<file path="src/rtl/fetch_ctrl.sv">
// -----------------------------------------------------------------------------
// fetch_ctrl - instruction fetch sequencer
//
// Owns the program counter and fetches one instruction at a time from the
// instruction memory over a req/ack handshake. The fetched word is presented
// to decode with valid/stall backpressure. Redirects (branch/jump/trap) reload
// the PC and cancel any fetch that is still in flight.
//
// Parameters:
//   RESET_PC  PC value loaded on reset
//   PC_INC    byte increment between sequential fetches
//
// Ports:
//   clk, rst                   clock; synchronous active-high reset
//   en                         fetch enable, gates only the start of requests
//   stall                      decode cannot take the presented instruction
//   redirect_valid/redirect_pc load a new PC and cancel in-flight work
//   imem_req/imem_addr         memory request, address held until ack
//   imem_ack/imem_rdata        memory response (ignored while imem_req low)
//   fetch_valid/pc/inst        instruction presented to decode
//   fetch_misalign             misaligned redirect flag
//
// Build option: define FETCH_MISALIGN_CHECK_EN to refuse redirects whose
// target has nonzero low bits. Such a redirect loads the PC but parks the
// sequencer in IDLE with fetch_misalign set until an aligned redirect or
// reset. Without the macro fetch_misalign is tied low and low bits pass
// through unchecked.
// -----------------------------------------------------------------------------
module fetch_ctrl #(
  parameter logic [31:0] RESET_PC = 32'h0000_0000,
  parameter logic [31:0] PC_INC   = 32'd4
) (
  input  logic        clk,
  input  logic        rst,
  input  logic        en,
  input  logic        stall,
  input  logic        redirect_valid,
  input  logic [31:0] redirect_pc,
  output logic        imem_req,
  output logic [31:0] imem_addr,
  input  logic        imem_ack,
  input  logic [31:0] imem_rdata,
  output logic        fetch_valid,
  output logic [31:0] fetch_pc,
  output logic [31:0] fetch_inst,
  output logic        fetch_misalign
);

  typedef enum logic [1:0] {
    IDLE = 2'd0,
    REQ  = 2'd1,
    HOLD = 2'd2
  } state_t;

  state_t      state_r;
  logic [31:0] pc_r;
  logic        kill_r;      // outstanding response must be discarded
  logic        misalign_r;  // last redirect target was misaligned

  logic        redir_bad_s;
  logic        start_ok_s;
  logic [31:0] pc_inc_s;

`ifdef FETCH_MISALIGN_CHECK_EN
  assign redir_bad_s    = redirect_valid && (redirect_pc[1:0] != 2'b00);
  assign fetch_misalign = misalign_r;
`else
  assign redir_bad_s    = 1'b0;
  assign fetch_misalign = 1'b0;
`endif

  // A redirect in the same cycle decides the flag that gates en, so an
  // aligned redirect can restart fetching immediately.
  assign start_ok_s = en && !(redirect_valid ? redir_bad_s : misalign_r);
  assign pc_inc_s   = pc_r + PC_INC;

  // Sequencer state, PC and all registered outputs.
  always_ff @(posedge clk) begin
    if (rst) begin
      state_r     <= IDLE;
      pc_r        <= RESET_PC;
      kill_r      <= 1'b0;
      misalign_r  <= 1'b0;
      imem_req    <= 1'b0;
      imem_addr   <= RESET_PC;
      fetch_valid <= 1'b0;
      fetch_pc    <= 32'h0000_0000;
      fetch_inst  <= 32'h0000_0000;
    end else begin
      case (state_r)
        IDLE: begin
          if (redirect_valid) begin
            pc_r       <= redirect_pc;
            misalign_r <= redir_bad_s;
          end
          if (start_ok_s) begin
            state_r   <= REQ;
            imem_req  <= 1'b1;
            imem_addr <= redirect_valid ? redirect_pc : pc_r;
          end
        end

        REQ: begin
          if (imem_ack) begin
            kill_r <= 1'b0;
            if (redirect_valid) begin
              // Response dropped; the new address appears only after this edge.
              pc_r       <= redirect_pc;
              misalign_r <= redir_bad_s;
              if (redir_bad_s) begin
                state_r  <= IDLE;
                imem_req <= 1'b0;
              end else begin
                imem_addr <= redirect_pc;
              end
            end else if (kill_r) begin
              // Stale response for a cancelled address; reissue at the new PC.
              if (misalign_r) begin
                state_r  <= IDLE;
                imem_req <= 1'b0;
              end else begin
                imem_addr <= pc_r;
              end
            end else begin
              state_r     <= HOLD;
              imem_req    <= 1'b0;
              fetch_valid <= 1'b1;
              fetch_pc    <= pc_r;
              fetch_inst  <= imem_rdata;
            end
          end else if (redirect_valid) begin
            // The request cannot be withdrawn, so mark its response as dead.
            pc_r       <= redirect_pc;
            kill_r     <= 1'b1;
            misalign_r <= redir_bad_s;
          end
        end

        HOLD: begin
          if (redirect_valid) begin
            fetch_valid <= 1'b0;
            pc_r        <= redirect_pc;
            misalign_r  <= redir_bad_s;
            if (start_ok_s) begin
              state_r   <= REQ;
              imem_req  <= 1'b1;
              imem_addr <= redirect_pc;
            end else begin
              state_r <= IDLE;
            end
          end else if (!stall) begin
            fetch_valid <= 1'b0;
            pc_r        <= pc_inc_s;
            if (start_ok_s) begin
              state_r   <= REQ;
              imem_req  <= 1'b1;
              imem_addr <= pc_inc_s;
            end else begin
              state_r <= IDLE;
            end
          end
        end

        default: begin
          state_r     <= IDLE;
          imem_req    <= 1'b0;
          fetch_valid <= 1'b0;
        end
      endcase
    end
  end

endmodule

</file>
<file path="config.mk">
export PLATFORM = sky130hd
export DESIGN_NAME = fetch_ctrl
export DESIGN_NICKNAME = d
export VERILOG_FILES = /design/src/rtl/fetch_ctrl.sv
export SDC_FILE = /design/constraint.sdc
export NUM_CORES = 1
export LEC_CHECK = 0
export BUFFER_PORTS_ARGS = -buffer_cell sky130_fd_sc_hd__buf_2
export CORE_ASPECT_RATIO = 1.1
export CORE_MARGIN = 5
export CORE_UTILIZATION = 48
export CTS_BUF_LIST = sky130_fd_sc_hd__clkbuf_8
export CTS_CLUSTER_SIZE = 40
export DETAILED_ROUTE_END_ITERATION = 6
export GPL_TIMING_DRIVEN = 0
export PLACE_DENSITY = 0.74
export SETUP_SLACK_MARGIN = 0.4
export SLEW_MARGIN = 0
export SYNTH_ARGS = -nofsm -noshare
export SYNTH_HDL_FRONTEND = slang
export SYNTH_SLANG_ARGS = --single-unit
</file>
<file path="constraint.sdc">
create_clock -name clk -period 2.8 [get_ports clk]
set_clock_uncertainty 0.1 [all_clocks]
set_input_delay 0.42 -clock clk [delete_from_list [all_inputs] [get_ports clk]]
set_output_delay 0.42 -clock clk [all_outputs]
set_load 0.03 [all_outputs]
</file>
==> qor.yml <==
place:
  hpwlAfterDp_mm: 14.6
  port_buffers: 167
  dp_cells: 1100
  dp_worst_setup_slack_ns: -0.340
  routabilityCongestion: 0.968
die:
  initial_core_util: 0.484
  core_area_sq_um: 12500
  num_rows: 43
  die_w_um: 117
  dieHeight_um: 128
  boundaryPins: 169
  dieArea_sq_um: 15000
routing:
  antenna_left: 0
  drt_drc_violations_left: 0
  drtIter0Drc: 546
  via_per_inst: 5.72
  firstDrtPassIters: 6
  routedWlPerCell_um: 17.9
  wirelength_mm: 20.3
  vias: 6507
logic_synthesis:
  synth_largest_area_cell: "dfxtp_1"
  ys_top_cells_by_count: "nand2_1 (192), dfxtp_1 (134), a21oi_1 (104)"
  synth_top_area_frac: 0.442
  yosysMostFrequentCell: "nand2_1"
  ys_ff_latch: 134
  syn_inst: 776
  synth.area.top_cells: "dfxtp_1 (44%), nand2_1 (12%), a21oi_1 (8.6%)"
  synth.avg_cell_area_sq_um: 7.83
  yosys_warnings: 0
  syn_nets: 847
  synth_ff_type: "dfxtp_1"
  yosysSeqAreaShare: 0.442
  synth_edf_count: 0
  synth_area_sq_um: 6070
  async_reset_ff_frac: 0
  ys_types: 63
critical_path:
  cpMaxStageDelayCell: "or3_1"
  timing.critical_path.from: "pc_r[7]$_SDFFE_PP0P_"
  path_max_fanout: 10
  crit_chain: "clkbuf_4 -> nand2_1 -> or3_1 -> buf_6 -> nor4_2 -> mux2_2 -> o41ai_2"
  r2r_start: "pc_r[7]$_SDFFE_PP0P_"
  critPathLaunchType: "flop"
  critPathRequiredTime_ns: 3.06
  critical_path.max_stage_delay_ns: 0.41
  worst_ep_arrival_time_ns: 2.62
  crit_type: "flop to flop"
  endpoint_kind: "flop"
clocking:
  clk_path_buf_depth: 2
  cts_max_level: 4
  cts_hold_buf: 0
  cts_root_buf: "clkbuf_8"
  cts_tree: "done"
  cts_buffers: 17
  path_clk_slew_ns: 0.08
  clock_latency_ns: 0.46
  clock_sinks: 134
timing:
  fin_crit_ns: 2.36
  hold_viol_final: 0
  slew_headroom: 0.527
  setup_viol_count_final: 0
  rsz0062_at_grt: "true"
  final.setup.tns_ns: 0
  setup_slack_ns: 0.440
  max_freq_mhz: 424
  drv_slew: 0
  worst_slew_pin_slew_ns: 0.710
  fin_crit_sh: 0.843
global_route:
  first_global_vias: 5805
  grt_max_degree: 17
  grt_pass1_wl_mm: 30.8
  grt-ovfl-total: 0
  grt_busiest_layer: "met2"
  use_met3: 0.0694
  use_met2: 0.416
  met1_usage: 0.344
  antenna_found_initial: 1
  grt_usage: 0.267
hold_path:
  hp-start: "imem_rdata[29]"
  hp-class: "input pin to flop"
pwr:
  p_total_w: 0.00442
  p_leak_nw: 3.17
  worst_ir_drop_vdd_mv: 0.458
  p_per_area_nw_per_um2: 579
cells_and_area:
  syn_to_final_growth_pct: 25.8
  nNetsFinal: 1038
  fillCellCount: 1189
  layout-drive-gt1-share: 0.253
  fin_util: 0.610
  final_cells: 1138
flow_run:
  max_cap_viol_count: 0
outcome:
  status: "complete, no violations"
-- worst paths after layout --
kind	end	slack (ns)	cells after the start
setup / recovery	imem_addr[22]$_SDFFE_PP0P_	0.44	7
hold / removal	fetch_inst[29]$_SDFFE_PP0P_	0.09	3
setup reg to reg	imem_addr[22]$_SDFFE_PP0P_	0.44	7
hold reg to reg	fetch_pc[18]$_SDFFE_PP0P_	0.35	2
-- through the flow --
stage                     instance area [sq um]  hold slack (ns)
final                                      7640           0.0854
after CTS                                  7560           0.0802
after global placement                     7110            0.337
after floorplan                            6070            0.345
after detailed placement                   7110            0.343
after global routing                       7640           0.0819
-- timing repair --
action / in CTS / in global routing
pin swaps: 2 / 2
setup endpoints to repair: 63 / 93
gates cloned: 0 / 0
gates resized for setup: 11 / 27
setup buffers: 3 / 2
-- routing by layer --
metal  share of wire  vias to the layer above
met1            0.40                     2988
met4           0.041                        0
li1                -                     3127
met3           0.093                       63
met5               0                        -
met2            0.46                      329
-- worst max-delay path, delay by kind of cell (launching register included) --
family | cells | cell delay, ns
AND/OR/NAND/NOR | 3 | 0.78
multiplexers | 1 | 0.40
buffers and inverters | 2 | 0.35
flip-flops | 1 | 0.31
AO/OA/AOI/OAI | 1 | 0.31
-- registers in the layout, indices dropped and copies added (netlist names) --
register,count
fetch_valid,1
fetch_inst,32
state_r,2
imem_addr,32
kill_r,1
imem_req,1
pc_r,32
misalign_r,1
fetch_pc,32
-- cell families after synthesis --
group | count (synthesis) | synth area share
buffers and inverters | 79 | 0.0521
flip-flops | 134 | 0.442
AND/OR/NAND/NOR | 333 | 0.256
AO/OA/AOI/OAI | 204 | 0.210
adder cells (fa/ha/maj) | 1 | 0.00206
XOR/XNOR | 12 | 0.0173
multiplexers | 12 | 0.0204
other | 1 | 0.000617
-- power breakdown --
group / total [W] / internal [W] / leakage (nW) / switching (W)
Clock: 0.00165 / 0.000858 / 0.200 / 0.000788
Combinational: 0.000693 / 0.000227 / 1.88 / 0.000466
Sequential: 0.00208 / 0.00200 / 1.10 / 0.0000811
-- cells in the final DEF, fill, tap and decap left out, drive strengths merged, types with 3 or more instances in the layout --
cell,n
and4,4
clkinv,4
clkbuf,67
a211oi,5
nor2b,4
a32o,4
o211ai,7
nand2b,12
o41ai,7
nor3,11
xor2,7
mux2,3
and3,11
clkinvlp,4
xnor2,5
dfxtp,134
a31oi,6
nor2,24
nand2,192
o31ai,8
a21oi,105
or3,10
o311ai,5
o21ai,17
o21a,8
inv,19
o22ai,5
nand3,27
nor4,8
a21o,3
mux2i,9
or4,5
o32ai,10
buf,187
and2,6
nand4,14
-- layout make-up --
class                      count  area, sq um  area share
multi-input combinational    563         3140       0.411
sequential                   134         2690       0.352
timing repair buffer         172          873       0.114
clock buffer                  20          275      0.0360
buffer                        62          270      0.0354
tap                          157          196      0.0257
clock inverter                12          129      0.0169
inverter                      17         63.8     0.00835
antenna                        1         2.50    0.000327
No activity file was read; power rests on OpenSTA's default activity.
